### src/rtl/wbu_writeback.sv
// Writeback stage: accepts one retired instruction, formats load data,
// pulses the register-file write port for one cycle, then commits.
module wbu_writeback #(
  parameter int unsigned XLEN   = 32,
  parameter int unsigned RIDX_W = 5
) (
  input  logic              clk,
  input  logic              rst,
  input  logic              in_valid,
  output logic              in_ready,
  input  logic [XLEN-1:0]   in_pc,
  input  logic [RIDX_W-1:0] in_rd,
  input  logic              in_rf_wen,
  input  logic [1:0]        in_wb_sel,
  input  logic [XLEN-1:0]   in_alu_result,
  input  logic [XLEN-1:0]   in_csr_rdata,
  input  logic [2:0]        in_load_fmt,
  input  logic              mem_rvalid,
  input  logic [XLEN-1:0]   mem_rdata,
  output logic              rf_wen,
  output logic [RIDX_W-1:0] rf_waddr,
  output logic [XLEN-1:0]   rf_wdata,
  output logic              commit_valid,
  input  logic              commit_ready,
  output logic [XLEN-1:0]   commit_pc
);

  localparam logic [1:0] IDLE     = 2'd0;
  localparam logic [1:0] WAIT_MEM = 2'd1;
  localparam logic [1:0] WRITE    = 2'd2;
  localparam logic [1:0] COMMIT   = 2'd3;

  logic [1:0]        state;
  logic [XLEN-1:0]   pc_q;
  logic [RIDX_W-1:0] rd_q;
  logic              wen_q;
  logic [2:0]        fmt_q;
  logic [1:0]        off_q;
  logic [XLEN-1:0]   data_q;
  logic [RIDX_W-1:0] hold_waddr;
  logic [XLEN-1:0]   hold_wdata;

  logic [7:0]        ld_byte;
  logic [15:0]       ld_half;
  logic [XLEN-1:0]   load_data;

  // Only the low two address bits matter once the load has been issued.
  always_comb begin
    ld_byte = '0;
    case (off_q)
      2'd0:    ld_byte = mem_rdata[7:0];
      2'd1:    ld_byte = mem_rdata[15:8];
      2'd2:    ld_byte = mem_rdata[23:16];
      default: ld_byte = mem_rdata[31:24];
    endcase
    ld_half = off_q[1] ? mem_rdata[31:16] : mem_rdata[15:0];
    case (fmt_q)
      3'd0:    load_data = {{(XLEN-8){ld_byte[7]}}, ld_byte};
      3'd1:    load_data = {{(XLEN-16){ld_half[15]}}, ld_half};
      3'd4:    load_data = {{(XLEN-8){1'b0}}, ld_byte};
      3'd5:    load_data = {{(XLEN-16){1'b0}}, ld_half};
      default: load_data = mem_rdata;
    endcase
  end

  always_ff @(posedge clk) begin
    if (rst) begin
      state      <= IDLE;
      pc_q       <= '0;
      rd_q       <= '0;
      wen_q      <= 1'b0;
      fmt_q      <= '0;
      off_q      <= '0;
      data_q     <= '0;
      hold_waddr <= '0;
      hold_wdata <= '0;
    end else begin
      case (state)
        IDLE: begin
          if (in_valid) begin
            pc_q  <= in_pc;
            rd_q  <= in_rd;
            wen_q <= in_rf_wen;
            fmt_q <= in_load_fmt;
            off_q <= in_alu_result[1:0];
            case (in_wb_sel)
              2'd2:    data_q <= in_pc + XLEN'(4);
              2'd3:    data_q <= in_csr_rdata;
              default: data_q <= in_alu_result;
            endcase
            state <= (in_wb_sel == 2'd1) ? WAIT_MEM : WRITE;
          end
        end
        WAIT_MEM: begin
          if (mem_rvalid) begin
            data_q <= load_data;
            state  <= WRITE;
          end
        end
        WRITE: begin
          hold_waddr <= rd_q;
          hold_wdata <= data_q;
          state      <= commit_ready ? IDLE : COMMIT;
        end
        default: begin
          if (commit_ready) state <= IDLE;
        end
      endcase
    end
  end

  // Write-port fields show the live instruction only in WRITE and
  // otherwise keep presenting whatever was last written.
  assign in_ready     = (state == IDLE);
  assign rf_wen       = (state == WRITE) && wen_q && (rd_q != '0);
  assign rf_waddr     = (state == WRITE) ? rd_q   : hold_waddr;
  assign rf_wdata     = (state == WRITE) ? data_q : hold_wdata;
  assign commit_valid = (state == WRITE) || (state == COMMIT);
  assign commit_pc    = pc_q;

endmodule

### config.mk
export PLATFORM = sky130hd
export DESIGN_NAME = wbu_writeback
export DESIGN_NICKNAME = d
export VERILOG_FILES = /design/src/rtl/wbu_writeback.sv
export SDC_FILE = /design/constraint.sdc
export NUM_CORES = 1
export LEC_CHECK = 0
export ABC_AREA = 1
export CAP_MARGIN = 20
export CORE_ASPECT_RATIO = 1.5
export CORE_MARGIN = 2
export CORE_UTILIZATION = 33
export DETAILED_ROUTE_END_ITERATION = 8
export GPL_TIMING_DRIVEN = 0
export PLACE_DENSITY = 0.7
export SLEW_MARGIN = 20
export SYNTH_ARGS = -nofsm -noshare
export SYNTH_HDL_FRONTEND = slang
export SYNTH_SLANG_ARGS = --single-unit
### constraint.sdc
create_clock -name clk -period 5.4 [get_ports clk]
set_clock_uncertainty 0.2 [all_clocks]
set_input_delay 1.08 -clock clk [delete_from_list [all_inputs] [get_ports clk]]
set_output_delay 1.08 -clock clk [all_outputs]
set_load 0.1 [all_outputs]
After elaboration in Yosys (flattened, before gate mapping)
Cells that the tools add are included.

storage, ports and cells
  input bits = 144
  register bits after elaboration = 114
  output and inout port bits = 72

operators by class
  add/sub/neg operators = 1
  reductions and logical operators = 12
  multiplexer cells = 15
  eq/ne operators = 13

operators by type and width
  operator                                       count
  one-hot mux 32 bit (2 select lines)            2
  one-hot mux 32 bit (4 select lines)            1
  two-way mux 32 bit                             3
  adder 32 x 3 -> 32 bit, second input constant  1
  one-hot mux 8 bit (3 select lines)             1
  two-way mux 16 bit                             1
  == test 2 bit, second input constant           5
  two-way mux 2 bit                              5
  == test 2 x 1 -> 1 bit, second input constant  3
  == test 3 bit, second input constant           2
  one-hot mux 2 bit (3 select lines)             1
  AND reduction 3 bit                            2
  two-way mux 5 bit                              1
  nonzero test 5 bit                             1
  zero test 2 bit                                2
  inequality test 2 bit, second input constant   2
  nonzero test 4 bit                             1
  == test 3 x 1 -> 1 bit, second input constant  1
  zero test 3 bit                                1
  logical AND 1 bit                              2
  AND reduction 2 bit                            1
  nonzero test 2 bit                             1
  logical OR 1 bit                               1

Longest topological paths before layout
  depth in word-level cells = 5
  gate-level depth with buffers = 12

Least setup slack after synthesis
Ideal clock, no wire load.

  kind = register to output
  start = register state[0]
  end = output port rf_wdata[10]
  stages on the path, launching flop included = 8
  arrival time = 2004 ps
  data required time = 4120 ps
  buffers on the path = 2
  slack = 2116 ps
  cells stage by stage = dfxtp_1 inv_1 ha_1 inv_1 clkbuf_1 clkbuf_1 nand2_1 nand2_1

on the way
  cells in the longest elaborated chain, start to end = 2

ends and longest elaborated chain
  item                      line  text
  start: declaration        33    logic [1:0] state;
  start signal: assignment  91    state <= (in_wb_sel == 2'd1) ? WAIT_MEM : WRITE;
  start signal: assignment  103   state <= commit_ready ? IDLE : COMMIT;
  == test 2 bit             117   assign rf_wdata = (state == WRITE) ? data_q : hold_wdata;
  two-way mux 32 bit        n/a
  end: declaration          22    output logic [XLEN-1:0] rf_wdata,

No other way between the ends.

Worst setup path after layout
  start = register state[0]
  end = output port rf_wdata[12]

The elaborated chain is that of the path after synthesis.

==> impl_metrics.yaml <==
run_status:
  outcome: "finished, final reports clean"
synthesis:
  synthFlopType: "dfxtp_1"
  synth_edf_count: 0
  syn_area_sq_mm: 0.006489
  avgSynthCellArea_sq_um: 6.361
  seq_area_frac_synth: 0.3517
  syn_inst: 1020
  ys_async_sr_fraction: 0
  synth_area_leaders: "dfxtp_1, nand2_1, a21oi_1"
  ys_warn_count: 0
  synth_nets: 1169
  ys_seq_elements: 114
  synth_top_area_share: 0.3517
  yosysTopAreaCell: "dfxtp_1"
  ys_types: 43
  yosys-top-cells-count: "nand2_1, a21oi_1, dfxtp_1, nor2_1, o21ai_0"
  synth_most_common_cell: "nand2_1"
cells_and_area:
  nets: 1402
  area_growth_pct: 47.44
  final_util: 0.4973
  drive_gt1_frac: 0.06714
  final_cells: 1522
  n_antenna_cell: 0
clock_network:
  cts.clk_slew.worst_paths_ns: 0.06
  htreeDepth: 4
  root_buffer: "clkbuf_16"
  cts.sinks: 114
  cts_hold_buf: 0
  cts_buffer_depth: 2
  cts_resized: 0
  worstSkewPairLatency_ns: 0.43
  postCtsSetupRepairBufs: 0
  cts_buffers: 17
  cts_tree: "done"
pwr:
  intPower_uw: 2446
  power_leakage_uw: 0.004001
  comb_power_share: 0.518
  power_density_mw_per_mm2: 512.0
  clkPwrFrac: 0.243
  seq_power_share: 0.239
  p_total_uw: 4898
  ir_drop_mv: 0.3040
  swShare: 0.5007
  netSwitchingPower_uw: 2453
die:
  die_y_um: 175.7
  ios: 216
  die-area_sq_mm: 0.02082
  start_util: 0.3373
  die_w_um: 118.5
  core_area_sq_mm: 0.01924
  row_count: 62
routing:
  drc: 0
  drt_iter0_markers: 624
  drt-vias-per-instance: 5.156
  routed_wl_mm: 28.63
  ant_nets: 0
  drtPass1Iterations: 6
  wl_per_cell_um: 18.81
  vias: 7847
sta:
  period_share: 0.8930
  fmax_mhz: 207.4
  final-hold-violation-count: 0
  final.min_clock_period_ns: 4.822
  setup_tns_ns: 0
  setup_violations: 0
  drv_slew: 0
  rsz0062_at_grt: "no"
  max_slew_margin: 0.3210
  tightest_slew_ns: 1.015
global_routing:
  grt_max_degree: 17
  grt_pass1_wl_mm: 42.85
  grt_usage: 0.2722
  grt-ovfl-total: 0
  antenna_found_initial: 0
  first_global_vias: 7573
setup_path:
  crit_required_ns: 4.12
  worstPathArrival_ns: 3.54
  cp-end-kind: "output port"
  worst_setup_path_start_kind: "register"
  critPathKind: "reg -> out"
  cp_max_fo: 10
min_path:
  hp-class: "reg -> reg"
run:
  max_cap_viol_count: 0
place:
  place.gp.congestion: 0.9576
  dp_cells: 1490
  dp_hpwl_mm: 23.06
  port_buffers: 214
-- layout make-up --
type                       instances  area [sq um]
fill                            1995          9672
multi-input combinational        774          3676
sequential                       114          2282
timing repair buffer             214          2142
clock buffer                      19         442.9
tap                              256         320.3
inverter                          75         284.0
buffer                            57         246.5
clock inverter                    13         172.7
-- per-layer routing --
| metal | wire [um] | track usage |
|---|---|---|
| met1 | 10830 | 0.2988 |
| met2 | 14880 | 0.4978 |
| met3 | 1546 | 0.04545 |
| met4 | 1369 | 0.1443 |
| met5 | 0 | 0 |
-- worst max-delay path, cell delays in order, from the launching register on --
cell and delay [ns]:
dfxtp_1 0.40, inv_1 0.09, ha_1 0.25, inv_1 0.08
clkbuf_1 0.37, clkbuf_1 0.52, nand2_1 0.14, nand2_1 0.09
clkdlybuf4s50_1 1.16
-- layout by cell type, fill, tap and decap left out, drive strengths merged --
master / instances
o2111ai: 1
clkinvlp: 1
o311ai: 1
dfxtp: 114
nand4: 12
nand3: 58
o211ai: 8
clkbuf: 55
clkdlybuf4s50: 214
or2: 3
a22o: 7
nor3: 9
o21ai: 94
ha: 5
o31ai: 1
a221oi: 16
and2: 2
a21oi: 122
nand2: 331
nor2: 95
bufinv: 3
xor2: 1
a21boi: 1
or3: 1
buf: 21
a31oi: 3
o22ai: 2
clkinv: 7
inv: 77
a2bb2oi: 1
-- flip-flops by register name, indices dropped and copies added, names as in the netlist --
name	cells
fmt_q	3
state	2
hold_wdata	32
rd_q	5
off_q	2
hold_waddr	5
wen_q	1
data_q	32
commit_pc	32
-- logic make-up (layout without fill, tap and decap cells) --
family | Yosys count | in the layout | synth area share
flops | 114 | 114 | 0.3517
compound gates | 257 | 257 | 0.2219
simple gates | 511 | 511 | 0.3336
buf+inv | 132 | 378 | 0.08176
fa+ha+maj | 5 | 5 | 0.009641
xor+xnor | 1 | 1 | 0.001350
-- final timing paths --
check | from | to | slack (ns) | cells past startpoint
worst max-delay path | state[0]$_SDFFE_PP0P_ | rf_wdata[12] | 0.58 | 8
worst min register to register | hold_wdata[31]$_SDFF_PP0_ | hold_wdata[31]$_SDFF_PP0_ | 0.27 | 2
worst min-delay path | hold_wdata[31]$_SDFF_PP0_ | hold_wdata[31]$_SDFF_PP0_ | 0.27 | 2
worst max register to register | state[1]$_SDFFE_PP0P_ | data_q[24]$_SDFFE_PP0P_ | 3.00 | 8
-- stage by stage --
stage | hold WS (ns) | cell area, sq um | worst slack, ns
after detailed placement | 0.2579 | 8951 | 1.038
after global placement | 0.2526 | 8951 | 1.073
after CTS | 0.2687 | 9567 | 0.5885
after global routing | 0.2823 | 9567 | 0.3851
after floorplan | 0.2447 | 6489 | 2.116
final | 0.2655 | 9567 | 0.5775
-- power groups by stage --
stage	clock network (uW)	logic, uW	registers, uW
6_report	1190	2540	1170
5_1_grt	1240	2700	1190
4_1_cts	1200	2530	1170
3_5_place_dp	0	2520	1180
3_3_place_gp	0	2510	1180
2_1_floorplan	0	1410	1540
Note: power is estimated with default switching activity, not from simulation.
